--- src/rtl/uart_word_tx.sv ---
// Serialises a 32-bit word as up to four 8N1 UART frames, byte 0 first,
// skipping bytes whose group-disable bit is set.
module uart_word_tx #(
    parameter int CLK_PER_BIT = 868
) (
    input  logic        clk_i,
    input  logic        rst_in,
    input  logic        stb_i,
    input  logic [31:0] d_i,
    input  logic [3:0]  dis_grp_i,
    output logic        rdy_o,
    output logic        tx_o
);

    localparam int TW = (CLK_PER_BIT > 2) ? $clog2(CLK_PER_BIT) : 1;
    localparam logic [TW-1:0] T_LAST = TW'(CLK_PER_BIT - 1);

    typedef enum logic [2:0] {
        IDLE,
        LOAD,
        START,
        DATA,
        STOP
    } state_t;

    state_t         state_reg, state_next;
    logic [31:0]    word_reg, word_next;
    logic [3:0]     mask_reg, mask_next;
    logic [3:0]     sent_reg, sent_next;
    logic [1:0]     sel_reg, sel_next;
    logic [7:0]     byte_reg, byte_next;
    logic [TW-1:0]  timer_reg, timer_next;
    logic [2:0]     bit_idx_reg, bit_idx_next;
    logic           rdy_reg, rdy_next;
    logic           tx_reg, tx_next;

    logic [7:0]     word_byte [4];
    logic [3:0]     pending;
    logic           pick_valid;
    logic [1:0]     pick_idx;
    logic           bit_end;

    genvar gi;
    generate
        for (gi = 0; gi < 4; gi++) begin : g_lane
            assign word_byte[gi] = word_reg[8*gi +: 8];
        end
    endgenerate

    assign pending = ~mask_reg & ~sent_reg;
    assign bit_end = (timer_reg == T_LAST);

    // Lowest-index pending byte wins; scanning downward lets lower indices overwrite.
    always_comb begin
        pick_valid = 1'b0;
        pick_idx   = 2'd0;
        for (int i = 3; i >= 0; i--) begin
            if (pending[i]) begin
                pick_valid = 1'b1;
                pick_idx   = 2'(i);
            end
        end
    end

    always_comb begin
        state_next   = state_reg;
        word_next    = word_reg;
        mask_next    = mask_reg;
        sent_next    = sent_reg;
        sel_next     = sel_reg;
        byte_next    = byte_reg;
        timer_next   = timer_reg;
        bit_idx_next = bit_idx_reg;

        case (state_reg)
            IDLE: begin
                if (stb_i) begin
                    word_next  = d_i;
                    mask_next  = dis_grp_i;
                    sent_next  = 4'd0;
                    state_next = LOAD;
                end
            end
            LOAD: begin
                if (pick_valid) begin
                    sel_next   = pick_idx;
                    byte_next  = word_byte[pick_idx];
                    timer_next = '0;
                    state_next = START;
                end else begin
                    state_next = IDLE;
                end
            end
            START: begin
                if (bit_end) begin
                    timer_next   = '0;
                    bit_idx_next = 3'd0;
                    state_next   = DATA;
                end else begin
                    timer_next = timer_reg + 1'b1;
                end
            end
            DATA: begin
                if (bit_end) begin
                    timer_next = '0;
                    if (bit_idx_reg == 3'd7) begin
                        state_next = STOP;
                    end else begin
                        bit_idx_next = bit_idx_reg + 3'd1;
                    end
                end else begin
                    timer_next = timer_reg + 1'b1;
                end
            end
            STOP: begin
                if (bit_end) begin
                    timer_next         = '0;
                    sent_next[sel_reg] = 1'b1;
                    state_next         = LOAD;
                end else begin
                    timer_next = timer_reg + 1'b1;
                end
            end
            default: state_next = IDLE;
        endcase

        rdy_next = (state_next == IDLE);

        // Line level is registered from the current state, so it trails the FSM by one cycle.
        case (state_reg)
            START:   tx_next = 1'b0;
            DATA:    tx_next = byte_reg[bit_idx_reg];
            default: tx_next = 1'b1;
        endcase
    end

    always_ff @(posedge clk_i or negedge rst_in) begin
        if (!rst_in) begin
            state_reg   <= IDLE;
            word_reg    <= 32'd0;
            mask_reg    <= 4'd0;
            sent_reg    <= 4'd0;
            sel_reg     <= 2'd0;
            byte_reg    <= 8'd0;
            timer_reg   <= '0;
            bit_idx_reg <= 3'd0;
            rdy_reg     <= 1'b1;
            tx_reg      <= 1'b1;
        end else begin
            state_reg   <= state_next;
            word_reg    <= word_next;
            mask_reg    <= mask_next;
            sent_reg    <= sent_next;
            sel_reg     <= sel_next;
            byte_reg    <= byte_next;
            timer_reg   <= timer_next;
            bit_idx_reg <= bit_idx_next;
            rdy_reg     <= rdy_next;
            tx_reg      <= tx_next;
        end
    end

    assign rdy_o = rdy_reg;
    assign tx_o  = tx_reg;

endmodule

--- config.mk ---
export PLATFORM = sky130hd
export DESIGN_NAME = uart_word_tx
export DESIGN_NICKNAME = d
export VERILOG_FILES = /design/src/rtl/uart_word_tx.sv
export SDC_FILE = /design/constraint.sdc
export NUM_CORES = 1
export LEC_CHECK = 0
export BUFFER_PORTS_ARGS = -buffer_cell sky130_fd_sc_hd__buf_4
export CAP_MARGIN = 0
export CORE_MARGIN = 4
export CORE_UTILIZATION = 60
export CTS_BUF_LIST = sky130_fd_sc_hd__clkbuf_8
export DETAILED_ROUTE_END_ITERATION = 8
export PLACE_DENSITY = 0.79
export SLEW_MARGIN = 20
export SYNTH_ARGS = -nofsm -noshare
export SYNTH_HDL_FRONTEND = slang
export SYNTH_SLANG_ARGS = --single-unit
--- constraint.sdc ---
create_clock -name clk_i -period 2.6 [get_ports clk_i]
set_input_delay 0.26 -clock clk_i [delete_from_list [all_inputs] [get_ports clk_i]]
set_output_delay 0.26 -clock clk_i [all_outputs]
set_load 0.05 [all_outputs]
; Word level (Yosys, flattened, before mapping)
; Index checks and enable logic that the tools add are counted.
[totals]
in_bits = 39
regBits = 68
elab_cells = 78
[classes]
n_bitwise = 5
n_reduce_logical = 12
n_addsub = 2
n_eq_ne = 12
n_lt_le_gt_ge = 4
mux = 33
[op_table]
columns = operator, n
row1 = $mux W3, 8
row2 = $mux W10, 2
row3 = $pmux W10 S2, 1
row4 = $bmux W8 S2, 1
row5 = $mux W8, 2
row6 = $pmux W3 S5, 1
row7 = $ne A2 B2 Y1 const B, 6
row8 = $add A10 B1 Y10 const B, 1
row9 = $eq A10 B10 Y1 const B, 1
row10 = $mux W2, 5
row11 = $mux W4, 2
row12 = $not A4 Y4, 2
row13 = $pmux W4 S2, 1
row14 = $eq A3 B2 Y1 const B, 2
row15 = $eq A3 B3 Y1 const B, 2
row16 = $logic_not A3 Y1, 2
row17 = $mux W1, 6
row18 = $pmux W3 S2, 1
row19 = $reduce_and A2 Y1, 3
row20 = $reduce_bool A2 Y1, 3
row21 = $and A4 B4 Y4, 1
row22 = $lt A3 B4 Y1 const B, 1
row23 = $or A4 B4 Y4, 1
row24 = $reduce_and A4 Y1, 1
row25 = 12 further kinds, 12

; Logic depth before layout (Yosys ltp)
; Gate-level depths: netlist of the first run.
[logic_depth]
word_depth = 10
depth_mapped = 6
mapped_depth_nobuf = 6

; Worst setup path before layout of the first run
; No wires, ideal clock.
[synth_timing]
path_kind = register -> register
from = reg timer_reg[0]
to = reg bit_idx_reg[0]
arrival_ns = 1.584
setup_ns = 0.104
synth_period_minus_slack_ns = 1.687
required_ns = 2.496
stages_incl_launch_ff = 6
path_slack_ns = 0.913
path_buffers = 1
path_cell_list = dfrtp_1 ha_1 nand4b_1 or4_1 buf_2 o311ai_1
[synth_between]
elab_chain_len = 3
word_cells_on_any_way = 4
classes_between = 3 x eq/ne / 1 x reduce/logical
[synth_lines]
columns = item, line
row1 = from (decl), 32  ; logic [TW-1:0] timer_reg, timer_next;
row2 = from (signal assigned), 156  ; timer_reg <= timer_next;
row3 = $eq A10 B10 Y1 (*), 51  ; assign bit_end = (timer_reg == T_LAST);
row4 = $ne A2 B2 Y1 (no source line), -
row5 = $reduce_and A4 Y1 (no source line) (*), -
row6 = to (signal assigned), 157  ; bit_idx_reg <= bit_idx_next;
row7 = to (decl), 33  ; logic [2:0] bit_idx_reg, bit_idx_next;
; Every way passes the cells marked *; elsewhere a longest branch is shown, timed or not.
; A chain may end at the register's enable or synchronous reset.

; Worst setup path after layout of the first run
[layout_timing]
from = reg timer_reg[0]
to = reg sent_reg[0]
[layout_between]
elab_chain_len = 3
[layout_lines]
columns = item, line
row1 = $eq A10 B10 Y1, 51
row2 = $ne A2 B2 Y1 (no source line), -
row3 = $reduce_and A3 Y1 (no source line), -
row4 = to (signal assigned), 153  ; sent_reg <= sent_next;
row5 = to (decl), 29  ; logic [3:0] sent_reg, sent_next;
; Every way passes these cells.

==> impl_metrics.py, run 1 <==
metrics = {
    "status": {
        "status": "finished, final reports clean",
    },
    "layout": {
        "drive_above_1_share_pct": 18.3,
        "utilization_pct": 73.9,
        "diodes": 0,
        "area_growth_pct": 17.3,
        "nets": 441,
        "instances_no_fill": 474,
        "fillers": 389,
        "layout.area.seq_mm2": 0.00170,
        "multiInputGateArea_mm2": 0.00144,
        "largest_reg_flops": 32,
    },
    "route": {
        "viasPerCell": 5.81,
        "drt-total-wl_um": 7260,
        "drt_iter0_drc": 141,
        "postRouteAntennaNets": 0,
        "wl_per_cell_um": 15.3,
        "route.detailed.drc": 0,
        "drtPass1Iterations": 4,
        "vias": 2752,
    },
    "setup_path": {
        "crit_type": "reg2reg",
        "critPathRequiredTime_ns": 2.87,
        "arrival_ns": 2.20,
        "crit_path_end_kind": "flop",
        "path_max_fanout": 10,
        "critPathLaunchType": "flop",
    },
    "placement": {
        "globalplace.congestion": 0.799,
        "place_hpwl_um": 5060,
        "dp.cells": 458,
        "port_buffers": 40,
    },
    "sta": {
        "rsz0062_at_grt": "no",
        "finalHoldViolCount": 0,
        "setup_tns_ns": 0,
        "final_max_slew_viol_count": 0,
        "finClkSkew_ns": 0.00483,
        "post-route-period-util_pct": 74.1,
        "fin_hold_ws_ns": 0.0204,
        "setup_viol": 0,
        "worst_slew_pin_slew_ns": 0.848,
        "slew_headroom_pct": 43.5,
        "fmax_mhz": 519,
        "min_period_ns": 1.93,
    },
    "logic_synthesis": {
        "synth_most_common_cell": "nand2_1",
        "ys_seq_area_share_pct": 52.3,
        "ys_async_sr_fraction_pct": 100,
        "yosysWarningCount": 0,
        "avgSynthCellArea_um2": 9.09,
        "syn_area_mm2": 0.00326,
        "syn_nets": 400,
        "syn_inst": 358,
        "synth-edff-count": 0,
        "synthFlopType": "dfrtp_1",
        "ys_types": 48,
        "yosys.area.top_type_share_pct": 50.7,
        "yosysTopAreaCell": "dfrtp_1",
        "ys_ff_latch": 68,
        "ys_top_cells_by_area": "dfrtp_1, nand2_1, a221oi_1",
        "synth_commonest_cells": "nand2_1, dfrtp_1, nor2_1",
    },
    "power_and_ir_drop": {
        "powerDensity_mw_per_mm2": 772,
        "finalPower_uw": 2950,
        "p_leak_uw": 0.00188,
        "irDropWorstVdd_v": 0.000499,
    },
    "job": {
        "maxCapViolCount": 0,
    },
    "grt": {
        "track_usage_pct": 24.7,
        "grt_start_max_net_pins": 69,
        "grt-ovfl-total": 0,
        "first_global_vias": 2668,
        "grt_first_pass_wirelength_um": 12400,
        "antenna_found_initial": 0,
    },
    "cts": {
        "hold_buffers": 0,
        "insertion_delay_ns": 0.33,
        "cts_buffers": 9,
        "tritoncts": "built",
        "cts_setup_buffers": 0,
        "ctsResizeCount": 0,
        "cts_sinks": 68,
        "root_buffer": "clkbuf_8",
        "clkTransAtPathRegs_ns": 0.07,
        "clk_path_buf_depth": 2,
        "h-tree-depth": 3,
    },
    "floorplanning": {
        "die_y_um": 81.7,
        "start_util_pct": 62.9,
        "pin_count": 41,
        "die-area_mm2": 0.00667,
        "rows": 26,
        "dieWidth_um": 81.7,
        "core_mm2": 0.00517,
    },
    "worst_hold_path": {
        "hold_class": "in2async",
    },
}
[per-stage QoR]
| step | setup WS (ns) | instance area [µm²] |
|---|---|---|
| final | 0.673 | 3820 |
| after CTS | 0.697 | 3820 |
| after global placement | 0.787 | 3630 |
| after floorplan | 0.913 | 3260 |
| after detailed placement | 0.723 | 3630 |
| after global routing | 0.546 | 3820 |
[area by class of cell]
type	count	share of cell area, %
Timing Repair Buffer	48	9.43
Inverter	11	1.08
Clock buffer	13	4.68
Tap cell	70	2.29
Multi-Input combinational cell	261	37.6
Sequential cell	68	44.6
Clock inverter	3	0.328
[path summary, 6_finish.rpt]
| check | start | cells after the start | slack [ns] | end |
|---|---|---|---|---|
| worst min-delay path | rst_in | 1 | 0.02 | timer_reg[4] |
| worst min register to register | byte_reg[5] | 2 | 0.48 | byte_reg[5] |
| worst max-delay path | timer_reg[0] | 5 | 0.67 | sent_reg[0] |
| max in group asynchronous | rst_in | 1 | 2.02 | word_reg[10] |
| min in group clk_i | d_i[0] | 3 | 0.11 | word_reg[0] |
| worst max register to register | timer_reg[0] | 5 | 0.67 | sent_reg[0] |
[power by group]
part / internal [µW] / switching, µW / total, µW
Clock: 443 / 378 / 821
Combinational: 277 / 309 / 587
Sequential: 1290 / 249 / 1540
[layer usage]
metal | track usage (%) | vias to the layer above | routed length [µm]
met3 | 3.62 | 18 | 296
met4 | 14.3 | 0 | 147
met5 | 0 | - | 0
met2 | 39.4 | 69 | 3630
li1 | - | 1324 | -
met1 | 32.3 | 1341 | 3190
[layout by cell type, fill, tap and decap left out, types with 3 or more instances in the layout]
cell type  netlist  routed
a21oi_1         10      10
nor4_1           3       3
nand3_1         10      10
mux2i_1          3       3
buf_4            0      48
a31oi_1          7       7
ha_1             3       3
nand2_1        135     135
o22ai_1          4       4
nand2b_1         5       5
inv_1           11      13
a221oi_1         8       8
o21ai_0          5       5
o31ai_1          9       9
dfrtp_1         66      66
nor2_1          14      14
clkbuf_8         0      13
nor3_1           3       3
o311ai_1         3       3
[worst max-delay path, cell delays in order, from the launching register on]
cell and delay, ns:
dfrtp_1 0.42, ha_1 0.27, nand4b_1 0.17, or3_1 0.52, nor4_1 0.33, o21a_1 0.15
[kinds of logic after synthesis]
group,count (synthesis),synth area share (%)
AOI/OAI and AO/OA,62,13.5
xor gates and xnor gates,2,0.538
adders and majority gates,3,1.15
buffers and inverters,29,3.77
DFF,68,52.3
muxes,5,2.31
and+or+nand+nor,189,26.4
Power figures use the tool's default switching activity.
==> run 2, diff against run 1 <==
- ABC_AREA: unset -> 1
- CORE_UTILIZATION: 60 -> 55
- PLACE_DENSITY: 0.79 -> 0.76
- clock period: 2.6 -> 1.6 ns (I/O delays scaled with it)
==> run 2 against run 1 <==
Against the previous run: clock-buffer cell count decreased by 3; worst setup slack got worse by 0.60 ns; critical endpoint is now timer_reg[8]; register-to-register slack got worse by 0.60 ns; highest routed layer unchanged.
==> impl_metrics.py, run 2 <==
metrics = {
    "power_and_ir_drop": {
        "powerDensity_mw_per_mm2": 1710,
        "p_leak_uw": 0.00208,
        "irDropWorstVdd_v": 0.000944,
    },
    "route": {
        "wl_per_cell_um": 13.3,
        "vias": 2939,
        "drt-total-wl_um": 7460,
        "drt_iter0_drc": 199,
        "postRouteAntennaNets": 0,
        "route.detailed.drc": 0,
        "drtPass1Iterations": 5,
        "viasPerCell": 5.22,
    },
    "grt": {
        "grt_use_met2_pct": 31.5,
        "grt_start_max_net_pins": 65,
        "grt_use_met3_pct": 4.14,
        "track_usage_pct": 20.6,
        "grt_first_pass_wirelength_um": 12300,
        "grt_util_met1_pct": 28.8,
        "first_global_vias": 2726,
        "grt-ovfl-total": 0,
        "antenna_found_initial": 0,
        "gr-max-usage-layer": "met2",
    },
    "sta": {
        "setup_viol": 0,
        "min_period_ns": 1.52,
        "post-route-period-util_pct": 95.2,
        "finClkSkew_ns": 0.00643,
        "setup_ws_ns": 0.0768,
        "fin_hold_ws_ns": 0.0104,
        "setup_tns_ns": 0,
        "final_max_slew_viol_count": 0,
        "slew_headroom_pct": 76.1,
        "worst_slew_pin_slew_ns": 0.358,
        "finalHoldViolCount": 0,
        "rsz0062_at_grt": "no",
        "fmax_mhz": 657,
    },
    "logic_synthesis": {
        "yosys.area.top_type_share_pct": 47.1,
        "yosysTopAreaCell": "dfrtp_1",
        "ys_ff_latch": 68,
        "synthFlopType": "dfrtp_1",
        "synth_commonest_cells": "nand2_1, dfrtp_1, inv_1",
        "synth_most_common_cell": "nand2_1",
        "syn_nets": 479,
        "ys_seq_area_share_pct": 48.6,
        "ys_types": 35,
        "synth-edff-count": 0,
        "avgSynthCellArea_um2": 8.03,
        "syn_inst": 437,
        "syn_area_mm2": 0.00351,
        "ys_async_sr_fraction_pct": 100,
        "yosysWarningCount": 0,
        "ys_top_cells_by_area": "dfrtp_1, nand2_1, nand3_1",
    },
    "layout": {
        "nets": 527,
        "final_cell_mix": "nand2_1, dfrtp_1, inv_1, nand3_1, buf_4",
        "drive_above_1_share_pct": 20.3,
        "largest_reg_flops": 32,
        "fin_area_mm2": 0.00407,
        "mostFrequentLayoutCell": "nand2_1",
        "instances_no_fill": 563,
        "area_growth_pct": 15.9,
        "fillers": 535,
        "diodes": 0,
    },
    "setup_path": {
        "crit_type": "reg2reg",
        "arrival_ns": 1.80,
        "critPathLaunchType": "flop",
        "path_max_fanout": 5,
        "critPathRequiredTime_ns": 1.88,
        "crit_path_end_kind": "flop",
    },
    "cts": {
        "tritoncts": "built",
        "clkTransAtPathRegs_ns": 0.07,
        "root_buffer": "clkbuf_8",
        "cts_buffers": 9,
        "clk_path_buf_depth": 2,
        "cts_sinks": 68,
        "insertion_delay_ns": 0.34,
        "h-tree-depth": 3,
    },
    "floorplanning": {
        "start_util_pct": 57.9,
        "die_y_um": 87.9,
        "rows": 28,
        "core_mm2": 0.00606,
        "dieWidth_um": 87.9,
        "die-area_mm2": 0.00772,
        "pin_count": 41,
    },
    "placement": {
        "port_buffers": 40,
        "globalplace.congestion": 0.906,
        "dp.cells": 547,
        "dpl_cell_area_mm2": 0.00387,
        "dp_slack_ns": 0.0860,
        "place_hpwl_um": 5270,
    },
    "status": {
        "status": "finished, final reports clean",
    },
    "worst_hold_path": {
        "hold_class": "in2reg",
    },
    "job": {
        "maxCapViolCount": 0,
    },
}
[run 2: critical path, cell delays in order, from the launching register on]
cell and delay, ns:
dfrtp_1 0.38, ha_2 0.24, nand3_1 0.16, nor2_2 0.17
nand3_1 0.13, a21oi_1 0.20, o21ai_0 0.12, nand2_1 0.07
[run 2: report_power, final]
part	internal, µW	total [µW]	switching, µW
Sequential	2400	2700	292
Clock	573	1170	601
Combinational	1060	3090	2030
Total	4040	6960	2920
[run 2: layer usage]
layer  share of wire, %  wire [µm]
met2                 45       3390
met5                  0          0
met4                1.7        129
met3                5.2        386
met1                 48       3550
[run 2: path summary, 6_finish.rpt]
check	start	end	slack, ns	depth (start not counted)
worst max-delay path	timer_reg[0]	timer_reg[8]	0.08	7
worst min-delay path	dis_grp_i[3]	mask_reg[3]	0.01	3
worst max register to register	timer_reg[0]	timer_reg[8]	0.08	7
max in group asynchronous	rst_in	rdy_o	0.78	3
min in group asynchronous	rst_in	word_reg[31]	0.26	2
worst min register to register	mask_reg[0]	mask_reg[0]	0.48	2
[run 2: what timing repair did]
item	4_1_cts	5_1_grt
endpoints found under the setup margin	0	5
resized for setup	0	3
hold buffers	1	0
hold endpoints to repair	23	0
setup buffers	0	0
[run 2: per-stage QoR]
stage,total power [µW],utilization [%]
final,6960,67.1
after global routing,7550,67.1
after CTS,6930,66.5
after detailed placement,5730,63.8
after global placement,5650,63.8
after floorplan,5100,-
[run 2: cell type report]
class                      instances  area, µm²  area share (%)
sequential                        68       1700            41.9
inverter                          66        253            6.22
multi-input combinational        291       1450            35.6
tap                               75       93.8            2.31
clock inverter                     4       18.8           0.462
clock buffer                      10        138            3.38
timing repair buffer              49        413            10.2
[run 2: cell families after synthesis]
group	count (synthesis)	synth area share [%]
buf+inv	78	10.4
xor+xnor	2	0.499
simple gates	228	30.5
fa+ha+maj	3	1.07
compound gates	58	8.88
flops	68	48.6
